[config.mk]
export PLATFORM = sky130hd
export DESIGN_NAME = branch_predictor_flat
export DESIGN_NICKNAME = d
export VERILOG_FILES = /design/src/rtl/branch_predictor_if.sv /design/src/rtl/branch_predictor.sv /design/src/flat_wrapper.sv
export SDC_FILE = /design/constraint.sdc
export NUM_CORES = 1
export LEC_CHECK = 0
export CORE_AREA = 5 5 109 188
export DETAILED_ROUTE_END_ITERATION = 6
export DIE_AREA = 0 0 114 193
export PLACE_DENSITY = 0.77
export SLEW_MARGIN = 25
export SYNTH_ARGS = -nofsm -noshare
export SYNTH_HDL_FRONTEND = slang
export SYNTH_SLANG_ARGS = --single-unit
[constraint.sdc]
create_clock -name clk -period 4.1 [get_ports clk]
set_input_delay 0.82 -clock clk [delete_from_list [all_inputs] [get_ports clk]]
set_output_delay 0.82 -clock clk [all_outputs]
set_load 0.01 [all_outputs]
[src/rtl/branch_predictor_if.sv]
// Bus between the core and the branch direction predictor.
// master: the core side (fetch/EX drive PC and resolve data, receive
// prediction and redirect). slave: the predictor itself.
interface branch_predictor_if #(
    parameter int XLEN = 32
);
    logic [XLEN-1:0] f_pc;
    logic            f_pred_taken;
    logic            ex_valid;
    logic            ex_is_branch;
    logic            ex_stall;
    logic [XLEN-1:0] ex_pc;
    logic [XLEN-1:0] ex_target;
    logic            ex_pred_taken;
    logic            ex_branch_taken;
    logic            redirect_valid;
    logic [XLEN-1:0] redirect_pc;

    modport master (
        output f_pc, ex_valid, ex_is_branch, ex_stall, ex_pc, ex_target,
               ex_pred_taken, ex_branch_taken,
        input  f_pred_taken, redirect_valid, redirect_pc
    );

    modport slave (
        input  f_pc, ex_valid, ex_is_branch, ex_stall, ex_pc, ex_target,
               ex_pred_taken, ex_branch_taken,
        output f_pred_taken, redirect_valid, redirect_pc
    );
endinterface

[src/rtl/branch_predictor.sv]
// Branch direction predictor with mispredict resolver.
// Table of 2-bit saturating counters indexed by pc[IDX_W+1:2]; fetch reads
// it combinationally, EX trains it and raises a registered one-cycle
// redirect on a mispredict. While a redirect is out, the EX instruction is
// wrong-path and is ignored.
// Optional feature macro: BP_STATS_EN adds saturating resolve/mispredict
// counters (stat_branches, stat_mispredicts).
module branch_predictor #(
    parameter int XLEN        = 32,
    parameter int BHT_ENTRIES = 64
) (
    input  logic               clk,
    input  logic               rst,
    branch_predictor_if.slave  bp
`ifdef BP_STATS_EN
    ,
    output logic [31:0]        stat_branches,
    output logic [31:0]        stat_mispredicts
`endif
);
    localparam int IDX_W = $clog2(BHT_ENTRIES);

    logic [1:0]      r_bht [BHT_ENTRIES];
    logic            r_redirect_valid;
    logic [XLEN-1:0] r_redirect_pc;

    logic [IDX_W-1:0] w_f_idx;
    logic [IDX_W-1:0] w_ex_idx;
    logic             w_res;
    logic             w_mis;
    logic [1:0]       w_ctr_next;
    logic [XLEN-1:0]  w_redirect_pc_next;
    logic             w_unused_bits;

    // Saturating 2-bit counter step toward the resolved direction.
    function automatic logic [1:0] ctr_step(input logic [1:0] ctr, input logic taken);
        logic [1:0] nxt;
        nxt = ctr;
        if (taken) begin
            if (ctr != 2'b11) nxt = ctr + 2'b01;
            else              nxt = ctr;
        end else begin
            if (ctr != 2'b00) nxt = ctr - 2'b01;
            else              nxt = ctr;
        end
        return nxt;
    endfunction

    assign w_f_idx  = bp.f_pc[IDX_W+1:2];
    assign w_ex_idx = bp.ex_pc[IDX_W+1:2];

    // PC low bits and fetch PC bits above the index never select anything.
    assign w_unused_bits = ^{bp.f_pc[1:0], bp.f_pc[XLEN-1:IDX_W+2]};

    // Resolve/mispredict qualification and next-state values for table and redirect.
    always_comb begin
        w_res              = 1'b0;
        w_mis              = 1'b0;
        w_ctr_next         = r_bht[w_ex_idx];
        w_redirect_pc_next = r_redirect_pc;
        w_res = bp.ex_valid & bp.ex_is_branch & ~bp.ex_stall & ~r_redirect_valid;
        w_mis = w_res & (bp.ex_branch_taken != bp.ex_pred_taken);
        w_ctr_next = ctr_step(r_bht[w_ex_idx], bp.ex_branch_taken);
        if (bp.ex_branch_taken) begin
            w_redirect_pc_next = bp.ex_target;
        end else begin
            w_redirect_pc_next = bp.ex_pc + XLEN'(4);
        end
    end

    // Counter table: reset to weakly not-taken, train the EX entry on resolve.
    always_ff @(posedge clk) begin
        if (rst) begin
            for (int i = 0; i < BHT_ENTRIES; i++) begin
                r_bht[i] <= 2'b01;
            end
        end else if (w_res) begin
            r_bht[w_ex_idx] <= w_ctr_next;
        end
    end

    // Redirect register: one-cycle pulse after a mispredict; PC holds otherwise.
    always_ff @(posedge clk) begin
        if (rst) begin
            r_redirect_valid <= 1'b0;
            r_redirect_pc    <= '0;
        end else begin
            r_redirect_valid <= w_mis;
            if (w_mis) begin
                r_redirect_pc <= w_redirect_pc_next;
            end
        end
    end

    assign bp.f_pred_taken   = r_bht[w_f_idx][1];
    assign bp.redirect_valid = r_redirect_valid;
    assign bp.redirect_pc    = r_redirect_pc;

`ifdef BP_STATS_EN
    logic [31:0] r_stat_branches;
    logic [31:0] r_stat_mispredicts;

    // Saturating event counters for resolved branches and mispredicts.
    always_ff @(posedge clk) begin
        if (rst) begin
            r_stat_branches    <= 32'd0;
            r_stat_mispredicts <= 32'd0;
        end else begin
            if (w_res && (r_stat_branches != 32'hFFFF_FFFF)) begin
                r_stat_branches <= r_stat_branches + 32'd1;
            end
            if (w_mis && (r_stat_mispredicts != 32'hFFFF_FFFF)) begin
                r_stat_mispredicts <= r_stat_mispredicts + 32'd1;
            end
        end
    end

    assign stat_branches    = r_stat_branches;
    assign stat_mispredicts = r_stat_mispredicts;
`endif
endmodule

[src/flat_wrapper.sv]
// flat-port wrapper written by rule: the top's interface ports become plain ports
module branch_predictor_flat 
#(
    parameter int XLEN        = 32,
    parameter int BHT_ENTRIES = 64
)
  (clk, rst, bp_f_pc, bp_ex_valid, bp_ex_is_branch, bp_ex_stall, bp_ex_pc, bp_ex_target, bp_ex_pred_taken, bp_ex_branch_taken, bp_f_pred_taken, bp_redirect_valid, bp_redirect_pc);
  branch_predictor_if #(.XLEN(XLEN)) bp_i ();
  input  logic clk;
  input  logic rst;
  input wire logic [$bits(bp_i.f_pc)-1:0] bp_f_pc;
  input wire logic [$bits(bp_i.ex_valid)-1:0] bp_ex_valid;
  input wire logic [$bits(bp_i.ex_is_branch)-1:0] bp_ex_is_branch;
  input wire logic [$bits(bp_i.ex_stall)-1:0] bp_ex_stall;
  input wire logic [$bits(bp_i.ex_pc)-1:0] bp_ex_pc;
  input wire logic [$bits(bp_i.ex_target)-1:0] bp_ex_target;
  input wire logic [$bits(bp_i.ex_pred_taken)-1:0] bp_ex_pred_taken;
  input wire logic [$bits(bp_i.ex_branch_taken)-1:0] bp_ex_branch_taken;
  output wire logic [$bits(bp_i.f_pred_taken)-1:0] bp_f_pred_taken;
  output wire logic [$bits(bp_i.redirect_valid)-1:0] bp_redirect_valid;
  output wire logic [$bits(bp_i.redirect_pc)-1:0] bp_redirect_pc;
  assign bp_i.f_pc = bp_f_pc;
  assign bp_i.ex_valid = bp_ex_valid;
  assign bp_i.ex_is_branch = bp_ex_is_branch;
  assign bp_i.ex_stall = bp_ex_stall;
  assign bp_i.ex_pc = bp_ex_pc;
  assign bp_i.ex_target = bp_ex_target;
  assign bp_i.ex_pred_taken = bp_ex_pred_taken;
  assign bp_i.ex_branch_taken = bp_ex_branch_taken;
  assign bp_f_pred_taken = bp_i.f_pred_taken;
  assign bp_redirect_valid = bp_i.redirect_valid;
  assign bp_redirect_pc = bp_i.redirect_pc;
  branch_predictor #(.XLEN(XLEN), .BHT_ENTRIES(BHT_ENTRIES)) u_core (.clk(clk), .rst(rst), .bp(bp_i));
endmodule
==> metrics.csv, run 1 <==
metric;value;unit
outcome;finished, final reports clean;
internal power;2.96;mW
Worst-Margin Slew;0.869;ns
initial core utilization;49.0;%
post-synthesis mux area share;9.89;%
vias in the first global route;7981;
Comb power frac;15.2;%
Net Switching;1.05;mW
first-pass GRT wire length;45.1;mm
Yosys reg bits;161;
pin count of the biggest net entering global routing;46;
clock share of power;39.5;%
commonest cells after routing, fill and taps aside;128 x edfxtp_1, 105 x clkdlybuf4s50_1, 96 x nand2_1;
sum of negative setup slack;0;ns
I/O pin count;137;
cell family with most CP delay;multiplexers;
Post-CTS Setup Bufs;0;
Synth Area in Adders;0.366;%
Max Slew Vio Count;0;
Period minus WS final;3.98;ns
RePlAce Congestion;0.961;
clock latency on the worst-skew pair;0.44;ns
Placed Instances;1213;
post-synthesis compound-gate area fraction;12.0;%
Die X;114;um
Crit. End Element;primary output;
RR Endpoint;u_core.r_bht[19][0];
Layout Area Growth over Synthesis;23.0;%
Final Hold Fails;0;
xor/xnor share of the synthesized area;2.37;%
Synth area leaders;edfxtp_1 42%, dfxtp_1 7.2%, mux4_2 6.8%;
commonest non-fill, non-tap cell in the layout;edfxtp_1;
Crit Reg-Reg Startpoint;u_core.r_bht[58][0];
Crit Path Class;primary input to primary output;
ys flop type;edfxtp_1;
clk sinks;161;
Mapped Cells;894;
worst hold start;u_core.bp.redirect_pc[21];
worst hold slack;0.452;ns
Arrival @ worst endpoint;3.16;ns
number of inserted diodes;0;
hold endpoint;u_core.bp.redirect_pc[21];
Worst Hold Depth;2;
syn_area_per_cell;10.3;um^2
main combinational cell family by area after synthesis;simple AND/OR/NAND/NOR gates;
post-synthesis async set-or-reset flop share;0;%
ANT nets after route;0;
clock buffer count from CTS;17;
skew final;0.0116;ns
startpoint types;primary input;
hold crit path type;register to register;
post-synthesis sequential area ratio;48.8;%
Synth area leader;edfxtp_1;
Rel. slew slack;41.9;%
Final Non-Filler Cells;1246;
Post-synth EDFFs;128;
count of final setup violators;0;
CP peak stage delay;0.50;ns
die footprint;22000;um^2
total wire length;30.0;mm
leakage power;3.76;nW
Nets;1096;
Peak Freq;251;MHz
Clock Pin Slew Worst Setup and Hold Paths;0.06;ns
proportion of layout cells with a drive suffix above 1;16.1;%
Flop pwr share;45.3;%
Max VDD drop;0.270;mV
Initial DRT Pass Iterations;5;
gr ovfl total;0;
Crit Path Max Fanout;8;
count of cell types in the netlist;67;
Post-Syn Area;9240;um^2
DR WL/cell;24.1;um
drt initial violations;908;
Die Height;193;um
number of vias per cell;6.33;
Core Rows;67;
HPWL after DPL;22.1;mm
Clk Tree Root Cell;clkbuf_16;
CTS tree;done;
CTS Buffer Depth;2;
CP most frequent cell;mux4_2;
Remaining DRCs;0;
PnR Total Power;4.01;mW
max_cap viols;0;
Tcrit/Tclk final;97.0;%
sw frac;26.1;%
Worst path slowest cell;mux4_2;
pwr dens;353;nW/um^2
reg2reg path depth;8;
RSZ-0062 raised after global routing;false;
Vias;7889;
internal reg-to-reg setup slack;1.10;ns
synth warn;0;
PortBufs;110;
H-tree levels;4;
critical path cell sequence;clkdlybuf4s15_2 > bufbuf_16 > mux4_2 > mux4_2 > mux4_2 > dlygate4sd2_1;
Critical Path RT;3.28;ns
Synth top area share;41.6;%
total core area;18900;um^2
Synth Area in Simple Gates;21.6;%
initial antenna violation count;0;
Buf/Inv on CP;3;
GRT Overall Usage;27.6;%
Synthesized Nets;998;
cells in the mapped netlist, drive strengths merged (3+ instances only):
master	count
o21ai	30
nor4	22
or3b	3
nor2b	11
or2	16
a21o	30
a221oi	9
nand3b	5
dfxtp	33
mux2i	17
nand4	9
a211oi	6
a32o	3
a22o	3
nor3b	4
o21a	14
a21oi	26
mux4	28
clkbuf	58
nand2	96
nand3	73
o2bb2ai	3
inv	5
and4	3
a22oi	11
and2	5
and3	8
o221ai	3
edfxtp	128
nand2b	26
mux2	10
xnor2	17
or3	6
xor2	8
nor3	32
nor2	65
buf	34
worst max-delay path by stage:
stage,startpoint,end,cells after the start,slack [ns]
6_report,bp_f_pc[2],bp_f_pred_taken,6,0.12
4_1_cts,bp_f_pc[2],bp_f_pred_taken,6,0.12
5_1_grt,bp_f_pc[2],bp_f_pred_taken,6,0.09
3_5_place_dp,bp_f_pc[2],bp_f_pred_taken,6,-0.32
3_3_place_gp,bp_f_pc[2],bp_f_pred_taken,6,-0.28
2_1_floorplan,bp_f_pc[2],bp_f_pred_taken,5,0.02
power by group through the flow:
stage	combinational, mW	clock, mW	sequential [mW]
after floorplan	0.342	0	1.84
after global placement	0.591	0	1.85
after detailed placement	0.599	0	1.85
after CTS	0.605	1.59	1.81
after global routing	0.643	1.67	1.82
final	0.610	1.58	1.82
worst reg2reg max path, delay by kind of cell (launching register included):
kind                       cells  cell delay [ns]
DFF                            1             0.37
AOI/OAI and AO/OA              2             0.43
buffers and inverters          1             0.19
muxes                          2             0.79
adders and majority gates      1             0.40
and+or+nand+nor                2             0.69
per-stage QoR:
step	setup WS [ns]	cell area [um^2]	utilization [%]
after detailed placement	-0.317	10800	57.0
after global routing	0.0864	11400	60.3
final	0.122	11400	60.3
after CTS	0.115	11400	60.3
after floorplan	0.0195	9240	-
after global placement	-0.282	10800	57.0
area by class of cell:
class                   instances  area, um^2
clock buffers                  17         425
flip-flops and latches        161        4500
well taps                     241         302
inverters                       6        22.5
fillers                      1533        7500
repair buffers                171        1680
multi-input cells             635        4270
clock inverters                15         158
state kept, by name, summed over array words and instances (netlist names):
name,cells
u_core.bp.redirect_pc,32
u_core.r_bht,128
u_core.bp.redirect_valid,1
what timing repair did:
| item | 4_1_cts | 5_1_grt |
|---|---|---|
| endpoints found under the setup margin | 1 | 0 |
| hold buffers | 0 | 0 |
| gates resized for setup | 4 | 0 |
layer usage:
| layer | wire length [um] | global-route usage, % |
|---|---|---|
| met1 | 9520 | 27.6 |
| met2 | 15400 | 48.8 |
| met3 | 2450 | 5.25 |
| met4 | 2610 | 22.6 |
| met5 | 0 | 0 |
logic make-up after synthesis:
| family | after synthesis |
|---|---|
| and+or+nand+nor | 394 |
| AOI/OAI and AO/OA | 158 |
| DFF | 161 |
| muxes | 55 |
| buffers and inverters | 98 |
| adders and majority gates | 3 |
| xor gates and xnor gates | 25 |
(Power assumes the default switching activity.)
==> inputs of run 2 (changes only) <==
--- a/config.mk
+++ b/config.mk
@@ -5,9 +5,10 @@
 export SDC_FILE = /design/constraint.sdc
 export NUM_CORES = 1
 export LEC_CHECK = 0
-export CORE_AREA = 5 5 109 188
+export ABC_CLOCK_PERIOD_IN_PS = 4100
+export CORE_AREA = 2 2 106 185
 export DETAILED_ROUTE_END_ITERATION = 6
-export DIE_AREA = 0 0 114 193
+export DIE_AREA = 0 0 108 187
 export PLACE_DENSITY = 0.77
 export SLEW_MARGIN = 25
 export SYNTH_ARGS = -nofsm -noshare
==> run 2 against run 1 <==
Via count up 1.9%. Clock power up 6%. Sequential cell count unchanged. Fmax increased by 0.42%. Sequential power barely moved. First-iteration DRC count grew 8.7%. Worst setup slack gained 0.017 ns. Clock skew decreased by 0.0026 ns. Worst hold slack lost 0.00087 ns. Largest power group unchanged.
==> metrics.csv, run 2 (synthesis gave the netlist of run 1 again) <==
metric;value;unit
CTS tree;done;
commonest cells after routing, fill and taps aside;128 x edfxtp_1, 104 x clkdlybuf4s50_1, 96 x nand2_1;
number of inserted diodes;0;
Arrival @ worst endpoint;3.14;ns
design area;11400;um^2
Period minus WS final;3.96;ns
Layout Area Growth over Synthesis;23.0;%
drt initial violations;987;
Core Rows;67;
pwr dens;361;nW/um^2
Final WS setup;0.139;ns
Critical Path RT;3.28;ns
Placed Instances;1212;
RSZ-0062 raised after global routing;false;
leakage power;3.76;nW
initial antenna violation count;0;
RePlAce Congestion;0.994;
clock buffer count from CTS;17;
number of vias per cell;6.45;
Nets;1095;
Die Height;187;um
Comb power frac;15.0;%
internal power;2.98;mW
reg2reg path depth;8;
Worst-Margin Slew;0.874;ns
I/O pin count;137;
internal reg-to-reg setup slack;1.08;ns
total core area;18900;um^2
setup slack after placement;-0.288;ns
outcome;finished, final reports clean;
HPWL after DPL;22.5;mm
Flop pwr share;44.3;%
Rel. slew slack;41.7;%
RR Endpoint;u_core.r_bht[24][0];
Tcrit/Tclk final;96.6;%
Final Hold Fails;0;
commonest non-fill, non-tap cell in the layout;edfxtp_1;
clk sinks;161;
Crit Path Class;primary input to primary output;
total wire length;31.2;mm
PortBufs;110;
initial core utilization;49.0;%
Crit. End Element;primary output;
Max VDD drop;0.260;mV
Biggest register;u_core.r_bht;
Crit Reg-Reg Startpoint;u_core.r_bht[58][0];
Peak Freq;252;MHz
clock share of power;40.7;%
skew final;0.00895;ns
pin count of the biggest net entering global routing;80;
hold crit path type;register to register;
Final Non-Filler Cells;1245;
Max Slew Vio Count;0;
gr ovfl total;0;
Clock Pin Slew Worst Setup and Hold Paths;0.06;ns
sw frac;27.4;%
Remaining DRCs;0;
Vias;8035;
Post-CTS Setup Bufs;0;
first-pass GRT wire length;46.3;mm
ANT nets after route;0;
Net Switching;1.12;mW
Clk Tree Root Cell;clkbuf_16;
worst hold start;u_core.bp.redirect_pc[4];
Initial DRT Pass Iterations;5;
clock latency on the worst-skew pair;0.45;ns
vias in the first global route;7925;
Crit Path Max Fanout;16;
worst hold slack;0.451;ns
DR WL/cell;25.1;um
hold endpoint;u_core.bp.redirect_pc[4];
die footprint;20200;um^2
GRT Overall Usage;31.4;%
Worst Hold Depth;2;
H-tree levels;4;
Hold Buf Count CTS;0;
CTS Buffer Depth;2;
Placed Area;10700;um^2
max_cap viols;0;
startpoint types;primary input;
proportion of layout cells with a drive suffix above 1;16.4;%
max FFs per register;128;
Die X;108;um
count of final setup violators;0;
-- run 2: layout make-up --
| class | instances | area, um^2 |
|---|---|---|
| sequential | 161 | 4500 |
| clock inverter | 15 | 183 |
| clock buffer | 17 | 425 |
| tap | 241 | 302 |
| inverter | 6 | 22.5 |
| fill | 1585 | 7500 |
| multi-input combinational | 635 | 4270 |
| timing repair buffer | 170 | 1660 |
-- run 2: stage by stage --
step	utilization, %	total power [mW]	setup TNS, ns
floorplan	-	2.18	0
global placement	56.9	2.45	-0.263
detailed placement	56.9	2.45	-0.288
CTS	60.3	4.11	0
global route	60.3	4.20	0
finish	60.3	4.11	0
-- run 2: power by group through the flow --
stage                     sequential, mW  clock, mW  combinational (mW)
after global routing                1.82       1.74               0.645
after CTS                           1.82       1.68               0.607
after floorplan                     1.84          0               0.342
final                               1.82       1.67               0.616
after detailed placement            1.85          0               0.602
after global placement              1.85          0               0.595
-- run 2: critical path, cell delays in order --
cell and delay (ns):
clkdlybuf4s50_1 0.51, buf_12 0.17, mux4_2 0.35, mux4_2 0.48, mux4_2 0.51, dlygate4sd2_1 0.30
-- run 2: timing repair --
item                       in CTS  in global routing
hold endpoints to repair        0                  0
setup endpoints to repair       1                  0
resized for setup               4                  0
-- run 2: worst max path at each step --
stage,slack (ns),from,end
after global placement,-0.26,bp_f_pc[2],bp_f_pred_taken
after global routing,0.13,bp_f_pc[3],bp_f_pred_taken
after detailed placement,-0.29,bp_f_pc[2],bp_f_pred_taken
after CTS,0.16,bp_f_pc[3],bp_f_pred_taken
after floorplan,0.02,bp_f_pc[2],bp_f_pred_taken
final,0.14,bp_f_pc[3],bp_f_pred_taken
-- run 2: per-layer routing --
layer / vias to the layer above / global-route usage (%) / routed length [um]
met3: 151 / 7.21 / 2690
met4: 0 / 21.5 / 2420
li1: 3518 / - / -
met2: 531 / 54.8 / 16100
met1: 3835 / 32.4 / 10000
met5: - / 0 / 0
